`src/rtl/arr_pkg.sv`:
```
// Shared types and index helpers for the array stream loader.
package arr_pkg;

    localparam int DEFAULT_WIDTH = 16;

    // Element word at the default width; blocks with a different WIDTH
    // declare their own element type locally.
    typedef logic [DEFAULT_WIDTH-1:0] word_t;

    // Loader state encoding: collecting words, or presenting a frame.
    typedef enum logic {
        ST_FILL = 1'b0,
        ST_HOLD = 1'b1
    } state_t;

    // Row of a linear row-major index.
    function automatic int unsigned idx_row(input int unsigned i, input int unsigned cols);
        return i / cols;
    endfunction

    // Column of a linear row-major index.
    function automatic int unsigned idx_col(input int unsigned i, input int unsigned cols);
        return i % cols;
    endfunction

endpackage

```
`src/rtl/array_stream_loader.sv`:
```
// Packs a valid/ready stream of words into a ROWS x COLS array, row-major,
// and hands the completed (or IN_LAST-shortened) frame over with valid/ready.
module array_stream_loader
    import arr_pkg::*;
#(
    parameter int ROWS  = 2,
    parameter int COLS  = 2,
    parameter int WIDTH = 16
) (
    input  logic                                clk,
    input  logic                                rst_n,
    input  logic [WIDTH-1:0]                    in_data,
    input  logic                                in_valid,
    input  logic                                in_last,
    output logic                                in_ready,
    output logic [WIDTH-1:0]                    arr [ROWS][COLS],
    output logic                                arr_valid,
    input  logic                                arr_ready,
    output logic                                short,
    output logic [$clog2(ROWS*COLS+1)-1:0]      fill_cnt
);

    localparam int N  = ROWS * COLS;
    localparam int CW = $clog2(N + 1);
    localparam int RW = (ROWS > 1) ? $clog2(ROWS) : 1;
    localparam int KW = (COLS > 1) ? $clog2(COLS) : 1;

    typedef logic [WIDTH-1:0] elem_t;

    state_t          state_q;
    state_t          state_d;
    logic            ready_q;
    logic            short_q;
    logic [CW-1:0]   cnt_q;
    elem_t           arr_q [ROWS][COLS];

    logic            accept;
    logic            last_slot;
    logic [RW-1:0]   wr_row;
    logic [KW-1:0]   wr_col;

    // A word is taken only when the registered ready flag is up, so nothing
    // on the input side reaches the outputs combinationally.
    assign accept    = in_valid && ready_q;
    assign last_slot = (cnt_q == CW'(N - 1));
    assign wr_row    = RW'(idx_row(32'(cnt_q), COLS));
    assign wr_col    = KW'(idx_col(32'(cnt_q), COLS));

    // Next-state decision: close the frame on the final slot or IN_LAST,
    // reopen it once the consumer takes the held frame.
    always_comb begin
        // NOTE: default first so every path assigns state_d and no latch is inferred.
        state_d = state_q;
        case (state_q)
            ST_FILL: if (accept && (last_slot || in_last)) state_d = ST_HOLD;
            ST_HOLD: if (arr_ready)                       state_d = ST_FILL;
            default: state_d = ST_FILL;
        endcase
    end

    // State, ready flag, counter, short flag and frame storage.
    always_ff @(posedge clk or negedge rst_n) begin
        if (!rst_n) begin
            state_q <= ST_FILL;
            ready_q <= 1'b0;
            short_q <= 1'b0;
            cnt_q   <= '0;
            // NOTE: the frame is a small register array that must read as zero
            // straight out of reset (zero-fill), so every element is reset here.
            for (int r = 0; r < ROWS; r++)
                for (int c = 0; c < COLS; c++)
                    arr_q[r][c] <= '0;
        end else begin
            // NOTE: non-blocking assignments so all registers update from
            // pre-edge values regardless of statement order.
            state_q <= state_d;
            ready_q <= (state_d == ST_FILL);
            if (state_q == ST_FILL) begin
                if (accept) begin
                    arr_q[wr_row][wr_col] <= in_data;
                    cnt_q                 <= cnt_q + CW'(1);
                    short_q               <= in_last && !last_slot;
                end
            end else if (arr_ready) begin
                cnt_q   <= '0;
                short_q <= 1'b0;
                for (int r = 0; r < ROWS; r++)
                    for (int c = 0; c < COLS; c++)
                        arr_q[r][c] <= '0;
            end
        end
    end

    assign in_ready  = ready_q;
    assign arr_valid = (state_q == ST_HOLD);
    assign short     = short_q;
    assign fill_cnt  = cnt_q;
    assign arr       = arr_q;

endmodule

```
`config.mk`:
```
export PLATFORM = sky130hd
export DESIGN_NAME = array_stream_loader
export DESIGN_NICKNAME = d
export VERILOG_FILES = /design/src/rtl/arr_pkg.sv /design/src/rtl/array_stream_loader.sv
export SDC_FILE = /design/constraint.sdc
export NUM_CORES = 1
export LEC_CHECK = 0
export CORE_MARGIN = 3
export CORE_UTILIZATION = 35
export CTS_CLUSTER_DIAMETER = 40
export DETAILED_ROUTE_END_ITERATION = 8
export PLACE_DENSITY = 0.65
export SLEW_MARGIN = 30
export SYNTH_ARGS = -nofsm -noshare
export SYNTH_HDL_FRONTEND = slang
export SYNTH_SLANG_ARGS = --single-unit
export TNS_END_PERCENT = 1
```
`constraint.sdc`:
```
create_clock -name clk -period 2.3 [get_ports clk]
set_clock_uncertainty 0.15 [all_clocks]
set_input_delay 0.46 -clock clk [delete_from_list [all_inputs] [get_ports clk]]
set_output_delay 0.46 -clock clk [all_outputs]
set_load 0.005 [all_outputs]
```
# Word level (Yosys, flattened, before mapping)
# Index checks and enable logic that the tools add are counted.
[op_classes] reduce_logical=9 n_eq_ne=2 bitwise=4 order_cmp=4 mux=17 addsub=1
[ops] cell="$mux W64" count=3
[ops] cell="$bwmux W64" count=1
[ops] cell="$demux W32 S1" count=1
[ops] cell="$mux W32" count=1
[ops] cell="$demux W16 S1" count=1
[ops] cell="$mux W16" count=1
[ops] cell="$mux W3" count=3
[ops] cell="$logic_and A1 B1 Y1" count=5
[ops] cell="$mux W1" count=5
[ops] cell="$ge A2 B2 Y1 const B" count=2
[ops] cell="$lt A2 B1 Y1 const B" count=2
[ops] cell="$not A1 Y2" count=2
[ops] cell="$add A3 B1 Y3 const B" count=1
[ops] cell="$eq A3 B2 Y1 const B" count=1
[ops] cell="$ne A2 B2 Y1 const B" count=1
[ops] cell="$not A1 Y1" count=2
[ops] cell="$pmux W1 S2" count=1
[ops] cell="$reduce_and A2 Y1" count=1
[ops] cell="$reduce_bool A2 Y1" count=1
[ops] cell="$logic_not A1 Y1" count=1
[ops] cell="$logic_or A1 B1 Y1" count=1
[totals] inputBits=21 wordCells=45 register_bits=70

# Logic depth before layout (Yosys ltp)
[logic_depth] ltp_word=10 mapped_depth=5 ltp_nobuf=4

# Least setup slack after synthesis
# Ideal clock, no wire load.
[synth_path] path_type="reg-to-reg" startpoint="register cnt_q[0], in the netlist fill_cnt[0]" endpoint="register arr_q, in the netlist arr[21]" setup_slack_ps=739 arrival_ps=1286 stages_incl_launch_ff=6 setup_ps=125 required_ps=2025 n_path_buf=1 cell_sequence="dfrtp_1 -> inv_1 -> ha_1 -> nand4b_4 -> buf_6 -> mux2_4"
[synth_via] elab_chain_len=10 elab_cells_between_ends=11 cone_classes="order compare: 2; mux: 7; bitwise: 1; reduce/logical: 1"
[synth_lines] item="start, declared" line="array_stream_loader.sv:34" text="logic [CW-1:0] cnt_q;"
[synth_lines] item="start signal, assigned" line="array_stream_loader.sv:81" text="cnt_q <= cnt_q + CW'(1);"
[synth_lines] item="$not A1 Y2 (implied by the code) *" line="array_stream_loader.sv:80" text="arr_q[wr_row][wr_col] <= in_data;"
[synth_lines] item="$ge A2 B2 Y1 (implied by the code) / $lt A2 B1 Y1 (equally long branches)" line="array_stream_loader.sv:80"
[synth_lines] item="$logic_and A1 B1 Y1 (implied by the code)" line="array_stream_loader.sv:80"
[synth_lines] item="$mux W16 (implied by the code)" line="array_stream_loader.sv:80"
[synth_lines] item="$demux W16 S1 *" line="array_stream_loader.sv:80"
[synth_lines] item="$mux W32 (implied by the code) *" line="array_stream_loader.sv:80"
[synth_lines] item="$demux W32 S1 *" line="array_stream_loader.sv:80"
[synth_lines] item="$bwmux W64 *" line="array_stream_loader.sv:80"
[synth_lines] item="$mux W64 *" line="array_stream_loader.sv:79" text="if (accept) begin"
[synth_lines] item="$mux W64 *" line="array_stream_loader.sv:78" text="if (state_q == ST_FILL) begin"
[synth_lines] item="end signal, assigned by index" line="array_stream_loader.sv:80"
[synth_lines] item="end, declared" line="array_stream_loader.sv:35" text="elem_t arr_q [ROWS][COLS];"
# Every way passes the cells marked *; elsewhere a longest branch is shown, timed or not. The select of a mux whose other input is x is not followed.
# A chain may end at the register's enable or synchronous reset.

# Final worst setup path
[layout_path] startpoint="register state_q, in the netlist arr_valid" endpoint="output arr_valid"
[layout_lines] item="start, declared" line="array_stream_loader.sv:30" text="state_t state_q;"
[layout_lines] item="start signal, assigned" line="array_stream_loader.sv:76" text="state_q <= state_d;"
[layout_lines] item="end, declared" line="array_stream_loader.sv:17" text="output logic arr_valid,"
# No word-level cell between the ends.

==> results.json <==
{
  "yosysSeqAreaShare": 0.5058,
  "drv_slew": 0,
  "cts_root_buf": "clkbuf_8",
  "area_growth_pct": 34.18,
  "htree_num_levels": 3,
  "stdcell_count": 467,
  "cp-start-kind": "register",
  "nFillCells": 848,
  "initial_utilization": 0.3678,
  "worstPathCellList": "clkdlybuf4s50_1",
  "setup_viol": 0,
  "syn-cell-area_mm2": 0.003463,
  "cts_num_sinks": 70,
  "core_area_mm2": 0.009415,
  "layout.nets": 359,
  "grt_overflow": 0,
  "gp_congestion": 0.7568,
  "io_buffers": 90,
  "p_per_area_mw_per_mm2": 1257,
  "critPathRequiredTime_ns": 1.69,
  "antenna_found_initial": 0,
  "period_needed_ns": 1.983,
  "rows": 35,
  "cp_max_fo": 13,
  "finalCritPeriodShare": 0.8623,
  "antenna_cells": 0,
  "grt.total_usage": 0.1544,
  "clkSlewWorstSetupHoldPaths_ns": 0.07,
  "tns_ns": 0,
  "irDropWorstVdd_mv": 0.5430,
  "die_h_um": 105.5,
  "worst-path-buf-inv": 1,
  "hold_viol_final": 0,
  "cp_slowest_cell": "clkdlybuf4s50_1",
  "synth_nets": 272,
  "max_freq_mhz": 504.2,
  "leakage_nw": 2.094,
  "clk_latency_ns": 0.34,
  "ios": 91,
  "tightest_slew_ns": 0.5043,
  "slowest_delay_ns": 0.54,
  "clock_path_buffers": 2,
  "grt_max_degree": 48,
  "cap_viol_max_count": 0,
  "hold_path_class": "input pin to asynchronous set/reset pin",
  "drive_gt1_frac": 0.2899,
  "synth_cell_type_count": 16,
  "ant_nets": 0,
  "synth.avg_cell_area_um2": 14.08,
  "crit_arrival_ns": 1.37,
  "slew_headroom": 0.6638,
  "first_iter_violations": 97,
  "cts_tree": "yes",
  "dp.cells": 450,
  "synth_warnings": 0,
  "regArea_mm2": 0.001753,
  "syn_inst": 246,
  "multiInputGateArea_mm2": 0.001553,
  "fp.dieArea_mm2": 0.01113,
  "status": "finished clean",
  "cts-buffers-inserted": 9,
  "rsz0062_at_grt": "no",
  "final_cell_area_mm2": 0.004647,
  "crit_family": "buffers and inverters",
  "hpwl_um": 5539,
  "vias": 2277,
  "routedWlPerCell_um": 17.85,
  "crit_type": "register to primary output",
  "worstSetupEndpointType": "primary output",
  "place_area_mm2": 0.004469,
  "drc": 0,
  "grt_pass1_vias": 2442,
  "die_w_um": 105.5,
  "wirelength_um": 8334,
  "synth-seq-cells": 70,
  "grt_pass1_wl_um": 13530,
  "via_per_inst": 4.876,
  "first_pass_iters": 4
}
sequential cells by signal, summed over array words and instances, names as in the netlist:
signal / flops
in_ready: 1
arr_valid: 1
fill_cnt: 3
short: 1
arr: 64
final timing paths:
check | startpoint | end | slack (ns) | depth (start not counted)
max | arr_valid | arr_valid | 0.32 | 1
min | rst_n | arr[55] | 0.47 | 2
max reg2reg | arr_valid | arr[43] | 0.45 | 3
min reg2reg | fill_cnt[2] | fill_cnt[2] | 0.53 | 3
max in group asynchronous | rst_n | arr_valid | 0.95 | 3
min in group clk | fill_cnt[2] | fill_cnt[2] | 0.53 | 3
per-layer routing:
layer,vias to the layer above,routed length (um),global-route usage
met5,-,0,0
met4,0,78,0.03936
met3,10,636,0.06062
met2,68,3699,0.2286
met1,1140,3919,0.2111
li1,1059,-,-
synth_stat cells, drive strengths merged:
| cell | instances | area share |
|---|---|---|
| nor2b | 1 | 0.0018 |
| a21boi | 67 | 0.15 |
| buf | 16 | 0.035 |
| a21bo | 1 | 0.0029 |
| nand4b | 4 | 0.027 |
| clkbuf | 7 | 0.0076 |
| nand3b | 1 | 0.0022 |
| dfrtp | 70 | 0.51 |
| inv | 3 | 0.0033 |
| o211ai | 1 | 0.0022 |
| mux2i | 2 | 0.0058 |
| ha | 5 | 0.018 |
| mux2 | 68 | 0.24 |
through the flow:
step	util	power, mW	worst slack [ns]	hold slack (ns)
2_1_floorplan	-	3.496	0.7393	0.01441
6_report	0.4936	5.843	0.3166	0.4693
3_5_place_dp	0.4747	5.010	0.1229	0.3179
4_1_cts	0.4936	5.918	0.2919	0.4831
5_1_grt	0.4936	6.225	0.2549	0.5084
3_3_place_gp	0.4747	4.963	0.1279	0.3086
power by group:
group,internal (mW),switching [mW]
clock,0.416,0.465
combinational,1.90,0.897
sequential,1.81,0.359
placed cells by master (no fill, tap or decap):
master / n
inv_1: 3
dfrtp_1: 69
clkbuf_8: 10
nand3b_1: 1
mux2i_1: 2
buf_4: 6
clkinv_2: 3
buf_2: 1
a21boi_0: 67
ha_1: 5
buf_12: 3
clkbuf_1: 2
o211ai_1: 1
nor2b_1: 1
clkinvlp_4: 1
dfrtp_2: 1
nand4b_4: 4
dlygate4sd3_1: 1
a21bo_2: 1
mux2_2: 48
mux2_4: 20
clkdlybuf4s50_1: 88
cells by family (layout without fill, tap and decap cells):
kind of cell             Yosys count  after routing  share of synthesized area
AND/OR/NAND/NOR                    6              6                    0.03143
multiplexers                      70             70                     0.2486
flip-flops                        70             70                     0.5058
buffers and inverters             26            118                    0.04588
adder cells (fa/ha/maj)            5              5                    0.01806
AO/OA/AOI/OAI                     69             69                     0.1503
layout make-up:
cell class | count | share of cell area
Clock inverter | 4 | 0.004847
Timing Repair Buffer | 99 | 0.2154
Multi-Input combinational cell | 150 | 0.3341
Sequential cell | 70 | 0.3772
Inverter | 3 | 0.002423
Tap cell | 129 | 0.03473
Clock buffer | 12 | 0.03123
repair_timing:
action | 4_1_cts | 5_1_grt
setup buffers | 0 | 0
endpoints found under the hold margin | 35 | 0
hold buffers | 1 | 0
resized for setup | 0 | 0
No activity file was read; power rests on OpenSTA's default activity.
